File: src/rtl/sensor_tx_scheduler.sv
// Arbitrates ADS1292 sample frames and MPR121 touch changes onto one 32-bit UART TX word stream.
// Optional SENSOR_TX_DROP_CNT_EN adds a saturating dropped-ADS-frame counter port.
module sensor_tx_scheduler #(
  parameter logic [7:0] ADS_TAG = 8'hA0,
  parameter logic [7:0] MPR_TAG = 8'hB0
) (
  input  logic        i_CLK,
  input  logic        i_RSTN,
  input  logic        i_RUN_SET,
  input  logic [71:0] i_ADS1292_DATA_OUT,
  input  logic        i_ADS1292_DATA_READY,
  input  logic [11:0] i_MPR121_TOUCH_STATUS,
  output logic [31:0] o_UART_DATA_TX,
  output logic        o_UART_DATA_TX_VALID,
  input  logic        i_UART_DATA_TX_READY,
  output logic        o_BUSY
`ifdef SENSOR_TX_DROP_CNT_EN
  ,
  output logic [7:0]  o_ADS_DROP_CNT
`endif
);

  typedef enum logic [2:0] {IDLE, ADS0, ADS1, ADS2, MPR} state_t;

  state_t      state, state_nxt;
  logic        ads_pend, mpr_pend, last_was_ads;
  logic [11:0] mpr_last;
  logic [71:0] ads_buf, ads_sh;
  logic [11:0] mpr_buf, mpr_sh;

  logic ads_cap, mpr_cap, ads_avail, mpr_avail;
  logic take_ads, take_mpr, hs, ads_drop;

  assign ads_cap   = i_ADS1292_DATA_READY & i_RUN_SET;
  assign mpr_cap   = i_RUN_SET & (i_MPR121_TOUCH_STATUS != mpr_last);
  // A capture arriving while IDLE is forwarded straight into the shadow, giving one-cycle latency.
  assign ads_avail = i_RUN_SET & (ads_pend | i_ADS1292_DATA_READY);
  assign mpr_avail = i_RUN_SET & (mpr_pend | mpr_cap);
  assign hs        = o_UART_DATA_TX_VALID & i_UART_DATA_TX_READY;
  assign ads_drop  = ads_cap & ads_pend & ~take_ads;

  always_comb begin
    state_nxt = state;
    take_ads  = 1'b0;
    take_mpr  = 1'b0;
    case (state)
      IDLE: begin
        if (ads_avail && (!last_was_ads || !mpr_avail)) begin
          state_nxt = ADS0;
          take_ads  = 1'b1;
        end else if (mpr_avail) begin
          state_nxt = MPR;
          take_mpr  = 1'b1;
        end
      end
      ADS0:    if (hs) state_nxt = ADS1;
      ADS1:    if (hs) state_nxt = ADS2;
      ADS2:    if (hs) state_nxt = IDLE;
      MPR:     if (hs) state_nxt = IDLE;
      default: state_nxt = IDLE;
    endcase
  end

  always_ff @(posedge i_CLK or negedge i_RSTN) begin
    if (!i_RSTN) begin
      state        <= IDLE;
      ads_pend     <= 1'b0;
      mpr_pend     <= 1'b0;
      last_was_ads <= 1'b0;
      mpr_last     <= 12'h000;
    end else begin
      state <= state_nxt;
      if (take_ads)
        last_was_ads <= 1'b1;
      else if (take_mpr)
        last_was_ads <= 1'b0;
      // Consumption clears the old flag; a same-cycle capture re-arms it unless it was forwarded.
      if (!i_RUN_SET)
        ads_pend <= 1'b0;
      else if (ads_cap)
        ads_pend <= ads_pend | ~take_ads;
      else if (take_ads)
        ads_pend <= 1'b0;
      if (!i_RUN_SET)
        mpr_pend <= 1'b0;
      else if (mpr_cap)
        mpr_pend <= mpr_pend | ~take_mpr;
      else if (take_mpr)
        mpr_pend <= 1'b0;
      if (mpr_cap)
        mpr_last <= i_MPR121_TOUCH_STATUS;
    end
  end

  always_ff @(posedge i_CLK) begin
    if (ads_cap && (!ads_pend || take_ads))
      ads_buf <= i_ADS1292_DATA_OUT;
    if (mpr_cap)
      mpr_buf <= i_MPR121_TOUCH_STATUS;
    if (take_ads)
      ads_sh <= ads_pend ? ads_buf : i_ADS1292_DATA_OUT;
    if (take_mpr)
      mpr_sh <= mpr_pend ? mpr_buf : i_MPR121_TOUCH_STATUS;
  end

  always_comb begin
    o_UART_DATA_TX = 32'h0;
    case (state)
      ADS0:    o_UART_DATA_TX = {ADS_TAG,         ads_sh[71:48]};
      ADS1:    o_UART_DATA_TX = {ADS_TAG + 8'd1,  ads_sh[47:24]};
      ADS2:    o_UART_DATA_TX = {ADS_TAG + 8'd2,  ads_sh[23:0]};
      MPR:     o_UART_DATA_TX = {MPR_TAG, 12'h000, mpr_sh};
      default: o_UART_DATA_TX = 32'h0;
    endcase
  end

  assign o_UART_DATA_TX_VALID = (state != IDLE);
  assign o_BUSY               = (state != IDLE) | ads_pend | mpr_pend;

`ifdef SENSOR_TX_DROP_CNT_EN
  always_ff @(posedge i_CLK or negedge i_RSTN) begin
    if (!i_RSTN)
      o_ADS_DROP_CNT <= 8'h00;
    else if (ads_drop && o_ADS_DROP_CNT != 8'hFF)
      o_ADS_DROP_CNT <= o_ADS_DROP_CNT + 8'd1;
  end
`else
  logic drop_unused;
  assign drop_unused = ads_drop;
`endif

endmodule

File: config.mk
export PLATFORM = sky130hd
export DESIGN_NAME = sensor_tx_scheduler
export DESIGN_NICKNAME = d
export VERILOG_FILES = /design/src/rtl/sensor_tx_scheduler.sv
export SDC_FILE = /design/constraint.sdc
export NUM_CORES = 1
export LEC_CHECK = 0
export CAP_MARGIN = 0
export CORE_MARGIN = 2
export CORE_UTILIZATION = 43
export CTS_CLUSTER_SIZE = 28
export DETAILED_ROUTE_END_ITERATION = 10
export PLACE_DENSITY = 0.73
export RECOVER_POWER = 25
export SLEW_MARGIN = 0
export SYNTH_ARGS = -nofsm -noshare
export SYNTH_HDL_FRONTEND = slang
export SYNTH_SLANG_ARGS = --single-unit
File: constraint.sdc
create_clock -name i_CLK -period 5.3 [get_ports i_CLK]
set_input_delay 1.325 -clock i_CLK [delete_from_list [all_inputs] [get_ports i_CLK]]
set_output_delay 1.325 -clock i_CLK [all_outputs]
set_load 0.1 [all_outputs]
### Word-level counts from Yosys, hierarchy flattened

Cells that the tools add are included.

| word-level totals | value |
|---|---|
| flip-flop bits (word level) | 186 |
| bits of input ports | 89 |
| output and inout bits | 34 |
| logic and storage cells | 66 |

| cells by class | value |
|---|---|
| equal/unequal tests | 11 |
| multiplexer cells | 21 |
| bitwise gates (word level) | 13 |
| reduce and logical (&&, ||, !) cells | 12 |

Operator list:

| cell | number |
|---|---|
| one-hot mux 32 bit (4 select lines) | 1 |
| 2-to-1 mux 72 bit | 1 |
| 2-to-1 mux 3 bit | 5 |
| 2-to-1 mux 1 bit | 12 |
| 2-to-1 mux 12 bit | 1 |
| != test 12 bit | 1 |
| one-hot mux 3 bit (4 select lines) | 1 |
| == test 3 x 2 -> 1 bit, second input constant | 2 |
| != test 3 x 1 -> 1 bit, second input constant | 2 |
| bitwise OR 1 bit | 6 |
| bitwise AND 1 bit | 5 |
| != test 2 bit, second input constant | 2 |
| AND reduction 4 bit | 1 |
| == test 3 x 1 -> 1 bit, second input constant | 1 |
| == test 3 bit, second input constant | 1 |
| logical NOT 1 bit | 3 |
| logical NOT 3 bit | 1 |
| != test 3 bit, second input constant | 1 |
| nonzero test 3 bit | 1 |
| logical AND 1 bit | 2 |
| logical OR 1 bit | 2 |
| != test 2 x 1 -> 1 bit, second input constant | 1 |
| inverter 1 bit | 2 |
| nonzero test 2 bit | 1 |
| OR reduction 2 bit | 1 |

### Depth between registers and ports, before layout

Gate-level depths: netlist of the first run.

| depth | value |
|---|---|
| word-level depth | 13 |
| mapped depth | 5 |
| depth with buffers taken out | 5 |

### Worst setup path after synthesis of the first run

OpenSTA, ideal clock, no wires.

| timing | value |
|---|---|
| kind | input to register |
| start | in i_MPR121_TOUCH_STATUS[7] |
| end | reg ads_buf[0] (enable) |
| setup time | 0.427 ns |
| arrival time | 5.671 ns |
| required time | 4.873 ns |
| path slack | -0.797 ns |
| stages on the path | 5 |
| cell sequence | xor2_1 nor4_2 nand4b_1 a21boi_2 o211a_1 |

| on the way | value |
|---|---|
| cells in the longest elaborated chain, start to end | 11 |

Ends and longest elaborated chain:

| element | RTL line | text |
|---|---|---|
| from (decl) | 12 | `input logic [11:0] i_MPR121_TOUCH_STATUS,` |
| != test 12 bit | 35 | `assign mpr_cap = i_RUN_SET & (i_MPR121_TOUCH_STATUS != mpr_last);` |
| bitwise AND 1 bit | 35 |  |
| bitwise OR 1 bit | 38 | `assign mpr_avail = i_RUN_SET & (mpr_pend \| mpr_cap);` |
| bitwise AND 1 bit | 38 |  |
| logical NOT 1 bit | 48 | `if (ads_avail && (!last_was_ads \|\| !mpr_avail)) begin` |
| logical OR 1 bit | 48 |  |
| logical AND 1 bit | 48 |  |
| 2-to-1 mux 1 bit | 48 |  |
| 2-to-1 mux 1 bit | 46 | `case (state)` |
| named net take_ads | 32 | `logic take_ads, take_mpr, hs, ads_drop;` |
| logical OR 1 bit | 96 | `if (ads_cap && (!ads_pend \|\| take_ads))` |
| logical AND 1 bit | 96 |  |
| to (signal assigned) | 97 | `ads_buf <= i_ADS1292_DATA_OUT;` |
| to (decl) | 28 | `logic [71:0] ads_buf, ads_sh;` |

The timed path passes the listed nets, and every way through them passes these cells.
A chain may end at the register's enable or synchronous reset.

### Worst setup path in the final report of the first run

| timing | value |
|---|---|
| start | reg state[2] |
| end | out o_BUSY |

| on the way | value |
|---|---|
| cells in the longest elaborated chain, start to end | 3 |

Ends and longest elaborated chain:

| element | RTL line | text |
|---|---|---|
| from (decl) | 25 | `state_t state, state_nxt;` |
| from (signal assigned) | 72 | `state <= state_nxt;` |
| nonzero test 3 bit | 118 | `assign o_BUSY = (state != IDLE) \| ads_pend \| mpr_pend;` |
| bitwise OR 1 bit (2 in a row) | 118 |  |
| to (decl) | 16 | `output logic o_BUSY` |

No other way between the ends.

==> impl_metrics.py, run 1 <==
metrics = {
    "run_status": {
        "status": "complete, no violations",
    },
    "yosys": {
        "ys_types": 36,
        "yosysTopAreaCellShare_pct": 65.7,
        "synth.area.top_cells": "edfxtp_1 (66%), mux2_2 (16%), dfrtp_1 (5.9%)",
        "netlist_instances": 440,
        "seq_area_frac_synth_pct": 71.6,
        "avgSynthCellArea_sq_um": 17.4,
        "synth-seq-cells": 186,
        "yosys_warnings": 0,
        "netlist_area_sq_um": 7670,
        "yosys.area.top_type": "edfxtp_1",
    },
    "floorplanning": {
        "start_util_pct": 44.2,
        "dieHeight_um": 138,
        "fp-row-count": 48,
        "die-area_sq_um": 18900,
        "die-width_um": 138,
        "ios": 123,
        "design.core.area_sq_um": 17400,
    },
    "layout": {
        "diodes": 0,
        "design_area_sq_um": 9660,
        "final_net_count": 648,
        "most-common-layout-cells": "edfxtp_1 (168), mux2_2 (108), dlygate4sd3_1 (84), buf_4 (35), a22oi_1 (24)",
        "area_growth_pct": 25.9,
        "final_common_cell": "edfxtp_1",
        "layout-drive-gt1-share_pct": 31.8,
        "fin_util_pct": 55.7,
    },
    "timing": {
        "fmax_ghz": 0.230,
        "worst_pin_slew_ns": 0.995,
        "rsz0062_at_grt": "no",
        "setup_viol": 0,
        "min_period_ns": 4.34,
        "max_slew_margin_pct": 33.6,
        "fin_skew_ns": 0.0122,
        "setup-tns-final_ns": 0,
        "hold_viol": 0,
        "slew_violations": 0,
        "min_period_over_period_pct": 81.9,
    },
    "clock_tree": {
        "root_buffer": "clkbuf_16",
        "clk_latency_ns": 0.42,
        "cts_buffers": 17,
        "cts-resized-gates": 0,
        "htreeDepth": 4,
        "cts_hold_buf": 0,
        "clk_pin_slew_ns": 0.06,
        "cts_setup_buffers": 0,
        "cts_tree": "built",
        "clkSinkCount": 186,
        "cts_buffer_depth": 2,
    },
    "grt": {
        "groute.usage.overall_pct": 17.2,
        "grt_max_degree": 76,
        "grt_pass1_vias": 4370,
        "antenna_found_initial": 1,
        "grt_pass1_wl_um": 24200,
        "grt-ovfl-total": 0,
    },
    "critical_path": {
        "worstPathMaxFanout": 20,
        "critical_path_class": "reg2out",
        "critPathLaunchType": "flip-flop",
        "worst_setup_path_end_kind": "output pin",
        "cp.arrival_ns": 3.02,
        "cp_data_required_time_ns": 3.97,
    },
    "hold_path": {
        "worstHoldPathType": "reg2reg",
    },
    "power": {
        "clockPowerShare_pct": 27.7,
        "sw_frac_of_total_pct": 36.4,
        "ir_worst_vdd_mv": 0.350,
        "powerDensity_nw_per_um2": 497,
        "internal_power_mw": 3.06,
        "power.leakage_nw": 3.32,
        "sequentialPowerShare_pct": 40.3,
        "pwr-share-comb_pct": 32.0,
        "p_sw_mw": 1.75,
    },
    "placed_design": {
        "numPortBuffers": 119,
        "place_congestion": 0.788,
        "dpl_cell_area_sq_um": 9040,
        "dpl.hpwl_um": 10400,
    },
    "job": {
        "maxCapViolations": 0,
    },
    "routing": {
        "vias": 4229,
        "first_pass_iters": 5,
        "drcViolationCount": 0,
        "drtIter0Drc": 308,
        "routed_wl_um": 15500,
        "routedWlPerCell_um": 19.5,
        "ant_nets": 0,
        "viasPerCell": 5.31,
    },
}
-- final timing paths --
check,slack (ns),startpoint,depth (start not counted),endpoint
worst max-delay path,0.96,state[2],3,o_BUSY
worst min-delay path,0.53,mpr_last[2],1,mpr_last[2]
worst max register to register,2.18,ads_pend,6,ads_buf[69]
worst min register to register,0.53,mpr_last[2],1,mpr_last[2]
max in group asynchronous,3.29,i_RSTN,1,ads_pend
min in group asynchronous,1.39,i_RSTN,1,mpr_last[6]
-- layer usage --
metal,global-route usage [%],vias to the layer above,part of all wire (%)
li1,-,1954,-
met1,22.9,2127,44
met2,27.4,127,49
met3,4.23,19,5.0
met4,6.19,2,1.5
met5,0,-,0.071
-- flip-flops by register name (all words and copies together) (netlist names) --
signal,flops
mpr_sh,12
mpr_last,12
ads_sh,72
ads_buf,72
ads_pend,1
last_was_ads,1
mpr_buf,12
mpr_pend,1
state,3
-- cell usage after synthesis, drive strengths merged --
master     n
inv        3
nor2      16
xnor2      1
o21ai      1
edfxtp   168
or2        1
buf       18
conb       1
o31ai      1
o211a      1
nand3      1
mux2i     13
o22ai     12
nand2b     2
nor3       2
xor2      13
o21bai     1
dfrtp     18
a21boi     1
a21oi      2
nand2      6
o32a       1
or3        2
mux2     108
a31oi      1
a2bb2oi    1
and2       1
a22oi     24
nor4       3
nor2b      4
nand4b     1
clkbuf    11
o32ai      1
-- critical path, cell delays in order, from the launching register on --
cell and delay (ns):
dfrtp_1 0.69, or3_1 0.55, or3_4 0.38, clkdlybuf4s50_1 0.98
-- power by group through the flow --
stage / Combinational (mW) / Sequential, mW / Clock, mW
after floorplan: 1.23 / 1.90 / 0
final: 1.54 / 1.94 / 1.33
after global placement: 1.54 / 1.96 / 0
after global routing: 1.61 / 1.95 / 1.42
after detailed placement: 1.55 / 1.97 / 0
after CTS: 1.56 / 1.94 / 1.36
-- metrics by stage --
step / power [mW] / setup WS [ns] / hold slack [ns] / cells
finish: 4.81 / 0.958 / 0.527 / 797
CTS: 4.86 / 0.943 / 0.532 / 797
global route: 4.98 / 0.795 / 0.547 / 797
detailed placement: 3.52 / 1.15 / 0.517 / 765
global placement: 3.50 / 1.27 / 0.511 / 765
floorplan: 3.13 / 0.307 / 0.501 / 442
-- area by class of cell --
cell class	count	area [sq um]
timing repair buffer	127	1190
fill	1351	7690
tap	225	282
multi-input combinational	224	2050
inverter	3	11.3
sequential	186	5500
clock inverter	13	193
clock buffer	19	433
-- logic make-up after synthesis --
group           Yosys count  share of synthesized area [%]
flops                   186                           71.6
mux                     121                           17.5
compound gates           47                           4.50
simple gates             39                           2.76
buf+inv                  32                           1.96
xor+xnor                 14                           1.60
other cells               1                         0.0489
Power figures use the tool's default switching activity.
==> inputs of run 2 (changes only) <==
Settings changed: PLACE_DENSITY 0.73 to 0.7.
Clock period 5.3 ns to 4 ns, I/O delays scaled along.
==> run 2 against run 1 <==
Against the previous run:
- final area rose by 4.4%
- first-iteration DRC count shrank 8.8%
- die area unchanged
- non-clock buffer count is 3 higher
- critical path type unchanged
- cell count is 0.50% higher
- critical path depth increased by 2
- sequential power increased by 30%
==> impl_metrics.py, run 2 (synthesis gave the netlist of run 1 again) <==
metrics = {
    "run_status": {
        "status": "complete, no violations",
    },
    "clock_tree": {
        "cts_setup_buffers": 0,
        "cts_hold_buf": 0,
        "clk_pin_slew_ns": 0.07,
        "root_buffer": "clkbuf_16",
        "cts-resized-gates": 0,
        "cts_buffers": 17,
        "cts_tree": "built",
        "clk_latency_ns": 0.43,
        "htreeDepth": 4,
        "cts_buffer_depth": 2,
        "clkSinkCount": 186,
    },
    "layout": {
        "layout-drive-gt1-share_pct": 32.9,
        "ff_latch_area_sq_um": 5500,
        "final_net_count": 651,
        "reg_top3": "ads_buf x72, ads_sh x72",
        "multi_input_area_sq_um": 2050,
        "most-common-layout-cells": "edfxtp_1 (168), mux2_2 (107), dlygate4sd3_1 (86), buf_12 (28), a22oi_1 (24)",
        "design_area_sq_um": 10100,
        "final_common_cell": "edfxtp_1",
        "fillers": 1298,
        "fin_util_pct": 58.1,
        "area_growth_pct": 31.4,
    },
    "routing": {
        "routed_wl_um": 15700,
        "viasPerCell": 5.24,
        "ant_nets": 0,
        "first_pass_iters": 4,
        "vias": 4201,
        "routedWlPerCell_um": 19.7,
        "drcViolationCount": 0,
        "drtIter0Drc": 281,
    },
    "placed_design": {
        "dpl_cell_area_sq_um": 9390,
        "dp_slack_ns": 0.469,
        "dpl.hpwl_um": 10500,
        "numPortBuffers": 119,
        "place_congestion": 0.843,
    },
    "critical_path": {
        "critPathMaxStageDelay_ns": 0.71,
        "critical_path.slowest_cell": "nor2b_1",
        "path_cells": "buf_4 > nor2b_1 > a22oi_1 > o22ai_1 > buf_12",
        "cp_data_required_time_ns": 3.00,
        "reg2reg_depth": 6,
        "worstPathMaxFanout": 20,
        "cp.arrival_ns": 2.56,
        "worst_setup_path_end_kind": "output pin",
        "critPathLaunchType": "flip-flop",
        "critical_path_class": "reg2out",
    },
    "floorplanning": {
        "ios": 123,
        "die-width_um": 138,
        "start_util_pct": 44.2,
        "fp-row-count": 48,
        "dieHeight_um": 138,
        "die-area_sq_um": 18900,
        "design.core.area_sq_um": 17400,
    },
    "timing": {
        "fin_ws_ns": 0.439,
        "setup_viol": 0,
        "hold_viol": 0,
        "worst_pin_slew_ns": 1.01,
        "slew_violations": 0,
        "min_period_over_period_pct": 89.0,
        "setup-tns-final_ns": 0,
        "rsz0062_at_grt": "no",
        "min_period_ns": 3.56,
        "fin_skew_ns": 0.00583,
        "max_slew_margin_pct": 32.6,
        "fmax_ghz": 0.281,
    },
    "grt": {
        "grt-ovfl-total": 0,
        "grt_max_degree": 75,
        "grt_pass1_wl_um": 24200,
        "antenna_found_initial": 2,
        "grt_pass1_vias": 4332,
        "groute.usage.overall_pct": 17.7,
    },
    "power": {
        "powerDensity_nw_per_um2": 676,
        "power.leakage_nw": 3.45,
        "ir_worst_vdd_mv": 0.481,
        "report.power.total_mw": 6.82,
    },
    "job": {
        "maxCapViolations": 0,
    },
    "hold_path": {
        "worstHoldPathType": "reg2reg",
        "hold_depth": 1,
    },
}
-- run 2: cell type report --
type | count | share of cell area (%)
Antenna cell | 1 | 0.0248
Clock buffer | 17 | 4.22
Clock inverter | 15 | 2.67
Inverter | 3 | 0.112
Multi-Input combinational cell | 224 | 20.3
Sequential cell | 186 | 54.5
Tap cell | 225 | 2.79
Timing Repair Buffer | 130 | 15.3
-- run 2: critical path, delay by kind of cell, from the launching register on --
kind            cells  cell delay [ns]
flops               1             0.33
simple gates        1             0.71
compound gates      2             0.59
buf+inv             2             0.48
-- run 2: path summary, 6_finish.rpt --
| path | end | startpoint | slack (ns) |
|---|---|---|---|
| worst max-delay path | o_UART_DATA_TX[0] | state[2] | 0.44 |
| worst min-delay path | mpr_last[11] | mpr_last[11] | 0.53 |
| worst max register to register | ads_buf[63] | state[1] | 1.46 |
| worst min register to register | mpr_last[11] | mpr_last[11] | 0.53 |
| max in group asynchronous | ads_pend | i_RSTN | 2.17 |
| min in group asynchronous | mpr_last[6] | i_RSTN | 1.16 |
-- run 2: power by group --
group,leakage (nW),internal [mW],switching [mW],total [mW]
clock,0.332,1.24,0.709,1.95
sequential,1.77,2.42,0.0925,2.52
combinational,1.35,0.792,1.57,2.36
total,3.45,4.45,2.37,6.82
-- run 2: routing by layer --
| layer | wire length [um] | vias to the layer above | part of all wire [%] | GRT usage (%) |
|---|---|---|---|---|
| li1 | - | 1962 | - | - |
| met3 | 813 | 23 | 5.2 | 4.86 |
| met1 | 6780 | 2097 | 43 | 22.8 |
| met5 | 11 | - | 0.070 | 0 |
| met2 | 7810 | 117 | 50 | 28.5 |
| met4 | 328 | 2 | 2.1 | 6.70 |
-- run 2: through the flow --
step | hold slack [ns] | std cells
after floorplan | 0.501 | 442
after global placement | 0.514 | 768
after detailed placement | 0.518 | 768
after CTS | 0.533 | 800
after global routing | 0.542 | 800
final | 0.531 | 801
